<file path="src/rtl/audio_pkg.sv">
// rtl/audio_pkg.sv - shared defaults and FSM state type for the I2S DAC serializer
package audio_pkg;

  localparam int DATA_W_DEFAULT     = 16;
  localparam int FIFO_DEPTH_DEFAULT = 4;

  // Slot sequencing: idle until a left start, one-bit I2S delay, data bits, zero padding.
  typedef enum logic [1:0] {
    WAIT_SYNC = 2'd0,
    DLY       = 2'd1,
    SHIFT     = 2'd2,
    PAD       = 2'd3
  } dac_state_t;

endpackage

</file>
<file path="src/rtl/sample_fifo.sv">
// rtl/sample_fifo.sv - stereo frame buffer with registered ready and level output
module sample_fifo #(
  parameter int WIDTH = 32,
  parameter int DEPTH = 4
) (
  input  logic                     clk,
  input  logic                     resetn,
  input  logic [WIDTH-1:0]         wr_data,
  input  logic                     wr_valid,
  output logic                     wr_ready,
  input  logic                     rd_en,
  output logic [WIDTH-1:0]         rd_data,
  output logic                     empty,
  output logic [$clog2(DEPTH):0]   level
);

  // DEPTH must be a power of two so the pointers wrap naturally.
  localparam int PTR_W = $clog2(DEPTH);
  localparam logic [PTR_W:0]   FULL_LEVEL = (PTR_W+1)'(DEPTH);
  localparam logic [PTR_W:0]   LVL_ONE    = (PTR_W+1)'(1);
  localparam logic [PTR_W-1:0] PTR_ONE    = PTR_W'(1);

  logic [WIDTH-1:0] mem [DEPTH];
  logic [PTR_W-1:0] wr_ptr;
  logic [PTR_W-1:0] rd_ptr;
  logic [PTR_W:0]   level_next;
  logic             push;
  logic             pop;

  assign push    = wr_valid && wr_ready;
  assign pop     = rd_en && !empty;
  assign empty   = (level == '0);
  assign rd_data = mem[rd_ptr];

  // Occupancy after this cycle; a simultaneous push and pop cancel out.
  always_comb begin
    level_next = level;
    if (push && !pop) begin
      level_next = level + LVL_ONE;
    end else if (pop && !push) begin
      level_next = level - LVL_ONE;
    end
  end

  // Pointer, level and ready registers; ready reflects the level that will hold next cycle.
  always_ff @(posedge clk) begin
    if (!resetn) begin
      wr_ptr   <= '0;
      rd_ptr   <= '0;
      level    <= '0;
      wr_ready <= 1'b0;
    end else begin
      if (push) begin
        wr_ptr <= wr_ptr + PTR_ONE;
      end
      if (pop) begin
        rd_ptr <= rd_ptr + PTR_ONE;
      end
      level    <= level_next;
      wr_ready <= (level_next < FULL_LEVEL);
    end
  end

  // Frame storage; contents need no reset because level gates every read.
  always_ff @(posedge clk) begin
    if (push) begin
      mem[wr_ptr] <= wr_data;
    end
  end

endmodule

</file>
<file path="src/rtl/audio_dac_serializer.sv">
// rtl/audio_dac_serializer.sv - buffers stereo frames and shifts them out as I2S to a master codec
module audio_dac_serializer
  import audio_pkg::*;
#(
  parameter int DATA_W     = DATA_W_DEFAULT,
  parameter int FIFO_DEPTH = FIFO_DEPTH_DEFAULT
) (
  input  logic                          clk_clk,
  input  logic                          reset_reset_n,
  input  logic [DATA_W-1:0]             sample_left,
  input  logic [DATA_W-1:0]             sample_right,
  input  logic                          sample_valid,
  output logic                          sample_ready,
  input  logic                          audio_BCLK,
  input  logic                          audio_DACLRCK,
  output logic                          audio_DACDAT,
  output logic [$clog2(FIFO_DEPTH):0]   fifo_level,
  output logic                          underrun,
  output logic [15:0]                   underrun_count
);

  localparam int                CNT_W    = $clog2(DATA_W + 1);
  localparam logic [CNT_W-1:0]  LAST_BIT = CNT_W'(DATA_W);
  localparam logic [CNT_W-1:0]  CNT_ONE  = CNT_W'(1);

  dac_state_t state;
  dac_state_t state_next;

  logic [2:0]          bclk_sync;
  logic [1:0]          lrck_sync;
  logic                lrck;
  logic                lrck_prev;
  logic                bclk_fall;
  logic                lr_change;
  logic                left_start;

  logic [DATA_W-1:0]   shreg;
  logic [DATA_W-1:0]   right_latch;
  logic [CNT_W-1:0]    bit_cnt;

  logic                load_left;
  logic                load_right;
  logic                shift_en;
  logic                dat_next;

  logic [2*DATA_W-1:0] fifo_rd_data;
  logic                fifo_empty;
  logic                underrun_evt;

  sample_fifo #(
    .WIDTH (2 * DATA_W),
    .DEPTH (FIFO_DEPTH)
  ) u_fifo (
    .clk      (clk_clk),
    .resetn   (reset_reset_n),
    .wr_data  ({sample_left, sample_right}),
    .wr_valid (sample_valid),
    .wr_ready (sample_ready),
    .rd_en    (load_left),
    .rd_data  (fifo_rd_data),
    .empty    (fifo_empty),
    .level    (fifo_level)
  );

  // Bit [2] of the BCLK chain only serves as edge history; LRCK rides the same two-flop delay.
  assign bclk_fall    = bclk_sync[2] & ~bclk_sync[1];
  assign lrck         = lrck_sync[1];
  assign lr_change    = bclk_fall && (lrck != lrck_prev);
  assign left_start   = lr_change && !lrck;
  assign underrun_evt = load_left && fifo_empty;

  // Bring the codec clocks into clk_clk and remember LRCK as of the last BCLK falling edge.
  always_ff @(posedge clk_clk) begin
    if (!reset_reset_n) begin
      bclk_sync <= '0;
      lrck_sync <= '0;
      lrck_prev <= 1'b0;
    end else begin
      bclk_sync <= {bclk_sync[1:0], audio_BCLK};
      lrck_sync <= {lrck_sync[0], audio_DACLRCK};
      if (bclk_fall) begin
        lrck_prev <= lrck;
      end
    end
  end

  // FSM state register.
  always_ff @(posedge clk_clk) begin
    if (!reset_reset_n) begin
      state <= WAIT_SYNC;
    end else begin
      state <= state_next;
    end
  end

  // Next state, next serial bit and datapath strobes; nothing moves except on a BCLK fall.
  always_comb begin
    state_next = state;
    dat_next   = audio_DACDAT;
    load_left  = 1'b0;
    load_right = 1'b0;
    shift_en   = 1'b0;
    if (bclk_fall) begin
      if (state == WAIT_SYNC) begin
        dat_next = 1'b0;
        if (left_start) begin
          load_left  = 1'b1;
          state_next = DLY;
        end
      end else if (lr_change) begin
        // Any LRCK edge restarts the slot, truncating whatever was still being shifted.
        load_left  = !lrck;
        load_right = lrck;
        dat_next   = 1'b0;
        state_next = DLY;
      end else begin
        case (state)
          DLY: begin
            dat_next   = shreg[DATA_W-1];
            shift_en   = 1'b1;
            state_next = SHIFT;
          end
          SHIFT: begin
            if (bit_cnt == LAST_BIT) begin
              dat_next   = 1'b0;
              state_next = PAD;
            end else begin
              dat_next = shreg[DATA_W-1];
              shift_en = 1'b1;
            end
          end
          default: begin
            dat_next = 1'b0;
          end
        endcase
      end
    end
  end

  // Shift register, right-word latch, bit counter and the registered serial output.
  always_ff @(posedge clk_clk) begin
    if (!reset_reset_n) begin
      shreg        <= '0;
      right_latch  <= '0;
      bit_cnt      <= '0;
      audio_DACDAT <= 1'b0;
    end else begin
      audio_DACDAT <= dat_next;
      if (load_left) begin
        shreg       <= fifo_empty ? '0 : fifo_rd_data[2*DATA_W-1:DATA_W];
        right_latch <= fifo_empty ? '0 : fifo_rd_data[DATA_W-1:0];
        bit_cnt     <= '0;
      end else if (load_right) begin
        shreg   <= right_latch;
        bit_cnt <= '0;
      end else if (shift_en) begin
        shreg   <= {shreg[DATA_W-2:0], 1'b0};
        bit_cnt <= bit_cnt + CNT_ONE;
      end
    end
  end

  // Underrun pulse and its saturating counter.
  always_ff @(posedge clk_clk) begin
    if (!reset_reset_n) begin
      underrun       <= 1'b0;
      underrun_count <= '0;
    end else begin
      underrun <= underrun_evt;
      if (underrun_evt && (underrun_count != 16'hFFFF)) begin
        underrun_count <= underrun_count + 16'd1;
      end
    end
  end

endmodule

</file>
<file path="config.mk">
export PLATFORM = sky130hd
export DESIGN_NAME = audio_dac_serializer
export DESIGN_NICKNAME = d
export VERILOG_FILES = /design/src/rtl/audio_pkg.sv /design/src/rtl/sample_fifo.sv /design/src/rtl/audio_dac_serializer.sv
export SDC_FILE = /design/constraint.sdc
export NUM_CORES = 1
export LEC_CHECK = 0
export ABC_AREA = 1
export CAP_MARGIN = 10
export CORE_ASPECT_RATIO = 0.7
export CORE_MARGIN = 3
export CORE_UTILIZATION = 30
export DETAILED_ROUTE_END_ITERATION = 8
export GPL_ROUTABILITY_DRIVEN = 0
export MAX_ROUTING_LAYER = met4
export SETUP_SLACK_MARGIN = 0.4
export SYNTH_ARGS = -nofsm -noshare
export SYNTH_HDL_FRONTEND = slang
export SYNTH_HIERARCHICAL = 1
export SYNTH_SLANG_ARGS = --single-unit
</file>
<file path="constraint.sdc">
create_clock -name clk_clk -period 3.25 [get_ports clk_clk]
set_clock_uncertainty 0.15 [all_clocks]
set_input_delay 0.65 -clock clk_clk [delete_from_list [all_inputs] [get_ports clk_clk]]
set_output_delay 0.65 -clock clk_clk [all_outputs]
set_load 0.05 [all_outputs]
</file>
# Yosys cells after proc, flatten, opt, wreduce, memory -nomap -nowiden
# Memory sizes are Yosys's and may differ from the RTL's. A register that Yosys moved wholly into a read port is not among the register bits.
# Cells that the tools add are included.
dict set report op_classes {
  magnitude_cmp 1
  n_eq_ne 7
  n_addsub 6
  reduce_logical 18
  n_bitwise 3
  muxes 32
}
# operator n
set op_table {}
lappend op_table {{$mux 16} 5}
lappend op_table {{$add 16x1->16 const B} 1}
lappend op_table {{$mux 1} 16}
lappend op_table {{$ne 16x16->1 const B} 1}
lappend op_table {{$mux 2} 6}
lappend op_table {{$logic_and 1x1->1} 8}
lappend op_table {{$mux 3} 2}
lappend op_table {{$add 5x1->5 const B} 1}
lappend op_table {{$eq 5x5->1 const B} 1}
lappend op_table {{$add 2x1->2 const B} 2}
lappend op_table {{$logic_not 1->1} 4}
lappend op_table {{$ne 4x4->1 const B} 1}
lappend op_table {{$pmux 1 s2} 2}
lappend op_table {{$pmux 2 s2} 1}
lappend op_table {{$reduce_and 4->1} 1}
lappend op_table {{$reduce_bool 4->1} 1}
lappend op_table {{$add 3x1->3 const B} 1}
lappend op_table {{$logic_not 3->1} 1}
lappend op_table {{$lt 3x3->1 const B} 1}
lappend op_table {{$reduce_bool 3->1} 1}
lappend op_table {{$reduce_or 3->1} 1}
lappend op_table {{$sub 3x1->3 const B} 1}
lappend op_table {{$eq 2x1->1 const B} 1}
lappend op_table {{$eq 2x2->1 const B} 1}
lappend op_table {{other kinds (5)} 6}
dict set report word_totals {
  input_bits 37
  mem_bits_rw 128
  memories 1
  ff_bits 71
  wordCells 82
  output_inout_bits 22
}
# name words word_bits read_ports rd_clocked_by_memory_dff write_ports line
set mem_list {}
lappend mem_list {u_fifo.mem 4 32 1 1 1 sample_fifo.sv:23} ;# logic [WIDTH-1:0] mem [DEPTH];

# Longest topological paths before layout
dict set report depth {
  ltp_word 12
  depth_mapped 13
  mapped_depth_nobuf 12
}

# Hierarchy
# The synthesis kept the hierarchy.
# module area_per_inst_um2 instances seq_area_each_um2 cells_each
set modules_own_cells {}
lappend modules_own_cells {sample_fifo 5352.6 1 4043.9 390}
lappend modules_own_cells {audio_dac_serializer 3342.0 1 1261.2 512}

# Worst setup path before layout
# OpenSTA, ideal clock, no wires.
dict set report synth_path {
  path_kind {flip-flop to flip-flop}
  startpoint {reg u_fifo.wr_ready}
  endpoint {mem u_fifo.mem[0][0] (enable)}
  path_stages_with_launch 3
  t_arrival_ps 2319
  required_time_ps 2679
  slack_ps 359
  cell_sequence {dfxtp_1 -> nand2_1 -> nor2_1}
}
dict set report synth_between {
  elab_chain_cells 3
}
# element line
set synth_rtl {}
lappend synth_rtl {{from (decl)} sample_fifo.sv:10} ;# output logic wr_ready,
lappend synth_rtl {{from (signal assigned)} sample_fifo.sv:60} ;# wr_ready <= (level_next < FULL_LEVEL);
lappend synth_rtl {{$logic_and 1x1->1} sample_fifo.sv:30} ;# assign push = wr_valid && wr_ready;
lappend synth_rtl {{$mux 1} sample_fifo.sv:66} ;# if (push) begin
lappend synth_rtl {{$mux 1 (not written as such)} sample_fifo.sv:67} ;# mem[wr_ptr] <= wr_data;
lappend synth_rtl {{to (decl)} sample_fifo.sv:23}
# No other way between the ends.

# Worst setup path in the final report
dict set report layout_path {
  startpoint {reg underrun_count[2]}
  endpoint {out underrun_count[2]}
}
# element line
set layout_rtl {}
lappend layout_rtl {{from (decl)} audio_dac_serializer.sv:19} ;# output logic [15:0] underrun_count
lappend layout_rtl {{from (signal assigned)} audio_dac_serializer.sv:171} ;# underrun_count <= underrun_count + 16'd1;
# No word-level cell between the ends.

==> flow_metrics.tcl <==
set metrics [dict create \
    power_leakage_uw 0.00384 \
    fin_nets 1006 \
    avgSynthCellArea_um2 9.64 \
    crit_family "buffers and inverters" \
    grt_max_degree 65 \
    start_util_pct 30.9 \
    die_h_um 148 \
    hold_path_class "flip-flop to flip-flop" \
    drive_above_1_share_pct 7.33 \
    status "completed" \
    via_count 6112 \
    clk_path_buf_depth 3 \
    grt_setup_unrepaired "no" \
    crit_slowest_cell "clkdlybuf4s50_1" \
    path_depth 1 \
    grt_pass1_vias 5474 \
    route.detailed.drc 0 \
    endpoint_kind "output pin" \
    ant_nets 0 \
    fp.dieW_um 209 \
    viasPerCell 4.56 \
    yosysSeqAreaShare_pct 61.0 \
    die_area_um2 31100 \
    core-area_um2 28100 \
    setup_viol 0 \
    ys_ff_latch 201 \
    period_minus_slack_ps 2610 \
    hold_buffers 0 \
    cts_setup_buffers 0 \
    holdPathStages 2 \
    antenna_found_initial 1 \
    synth_top_family_by_area "simple AND/OR/NAND/NOR gates" \
    cts_tree "done" \
    maxSlewHeadroom_pct 54.0 \
    cts_buffers 21 \
    postRouteWirelength_um 19100 \
    dp_slack_ps 745 \
    yosys_warnings 6 \
    slew_viol_final 0 \
    cp.required_ps 2450 \
    path_cells "clkdlybuf4s50_1" \
    maxCapViolCount 0 \
    yosys-top-cells-area "edfxtp_1, dfxtp_1, nand2_1" \
    worst_slack_ps 639 \
    cp.arrival_ps 1810 \
    synthCells 902 \
    worst_slew_pin_slew_ps 688 \
    cts_resized 0 \
    max-vdd-ir-drop_mv 0.329 \
    row_count 51 \
    hold_violations 0 \
    synth-simple-area-share_pct 19.7 \
    reg2reg_depth 8 \
    clkLatencyLatePin_ps 490 \
    synthMuxAreaShare_pct 0 \
    fin_util_pct 36.2 \
    htree_levels 1 \
    root_buffer "clkbuf_16" \
    avgRoutedWirePerCell_um 14.3 \
    worst_path_largest_cell_delay_ps 860 \
    place_hpwl_um 12100 \
    cp_num_buf_inv 1 \
    insertedDiodeCount 0 \
    dp_cells 1302 \
    path_clk_slew_ps 60 \
    timing_worst_setup_path_type "flip-flop to output pin" \
    ys_types 33 \
    fin_cells 1339 \
    clock-sinks 201 \
    first_iter_violations 406 \
    io_buffers 58 \
    track_usage_pct 12.5 \
    synth_compound_area_share_pct 9.31 \
    top_level_ports 59 \
    syn_area_um2 8690 \
    area_growth_pct 17.3 \
    drt_first_pass_iters 5 \
    grt-ovfl-total 0 \
    synth_top_area_share_pct 44.2 \
    setup_tns_ps 0 \
    synthXorXnorAreaFrac_pct 1.11 \
    finalCritPeriodShare_pct 80.3 \
    grt_pass1_wl_um 30700 \
    synth_nets 954 \
    synthAdderAreaFrac_pct 2.16 \
    start_kind "flip-flop" \
    critPathMaxFanout 7 \
    synth_top_cell_by_area "edfxtp_1" \
    power.density_nw_per_um2 518 \
    fmax_mhz 383 \
]
-- cell usage in the layout (no fill, tap or decap), types with 32 or more instances in the layout --
cell | Yosys | final
nand2_1 | 222 | 222
nor2_1 | 138 | 134
edfxtp_1 | 128 | 128
dfxtp_1 | 73 | 72
inv_1 | 63 | 63
clkdlybuf4s50_1 | 0 | 58
o21ai_0 | 44 | 44
a21oi_1 | 40 | 40
nand3_1 | 37 | 37
o22ai_1 | 32 | 32
-- routing by layer --
layer	share of wire (%)	vias to the layer above	GRT usage (%)
li1	-	3107	-
met3	5.3	25	1.83
met5	0	-	-
met2	40	136	16.9
met4	1.2	0	2.41
met1	53	2844	19.8
-- registers in the layout (all words and copies together) (netlist names), named ones only --
name / flops
underrun_count: 16
bclk_sync: 3
u_fifo/level: 2
lrck_sync: 2
underrun: 1
state: 2
audio_DACDAT: 1
bit_cnt: 5
right_latch: 16
u_fifo/wr_ready: 1
shreg: 16
u_fifo/mem: 128
u_fifo/rd_ptr: 2
u_fifo/wr_ptr: 2
lrck_prev: 1
-- cell type report --
class	instances	area [µm²]
inverters	72	278
clock inverters	15	138
multi-input cells	591	2820
clock buffers	22	529
well taps	371	464
fillers	2815	17900
flip-flops and latches	201	5310
repair buffers	67	661
-- final timing paths --
check                                       start                 to  slack (ps)
worst max-delay path            underrun_count[2]  underrun_count[2]         640
worst min-delay path                 bclk_sync[0]       bclk_sync[1]         260
worst max register to register       bclk_sync[2]           shreg[1]        1040
worst min register to register       bclk_sync[0]       bclk_sync[1]         260
-- per-stage QoR --
| step | cell area [µm²] | power [µW] | hold slack (ps) |
|---|---|---|---|
| finish | 10200 | 5280 | 264 |
| global route | 10200 | 5480 | 287 |
| CTS | 10200 | 5360 | 269 |
| detailed placement | 9530 | 3030 | 253 |
| global placement | 9530 | 3030 | 254 |
| floorplan | 8690 | 2920 | 240 |
-- cells by family after synthesis --
family | count (synthesis)
AOI/OAI and AO/OA | 149
xor gates and xnor gates | 11
adders and majority gates | 15
buffers and inverters | 110
DFF | 201
and+or+nand+nor | 416
-- cells in the mapped netlist, drive strengths merged --
master,number
o21a,1
nand2,225
xnor2,3
a21oi,42
nand3,38
nor3,2
nand4,5
o22ai,32
nor2,146
edfxtp,128
ha,15
xor2,8
clkbuf,7
inv,72
dfxtp,73
o21ai,73
o211ai,1
buf,31
-- power by group --
| group | switching (µW) | leakage, µW | total (µW) | internal [µW] |
|---|---|---|---|---|
| clock | 967 | 0.000320 | 2310 | 1350 |
| sequential | 13.4 | 0.00175 | 2770 | 2760 |
| combinational | 122 | 0.00177 | 194 | 72.0 |
| total | 1100 | 0.00384 | 5280 | 4180 |
Power figures use the tool's default switching activity.
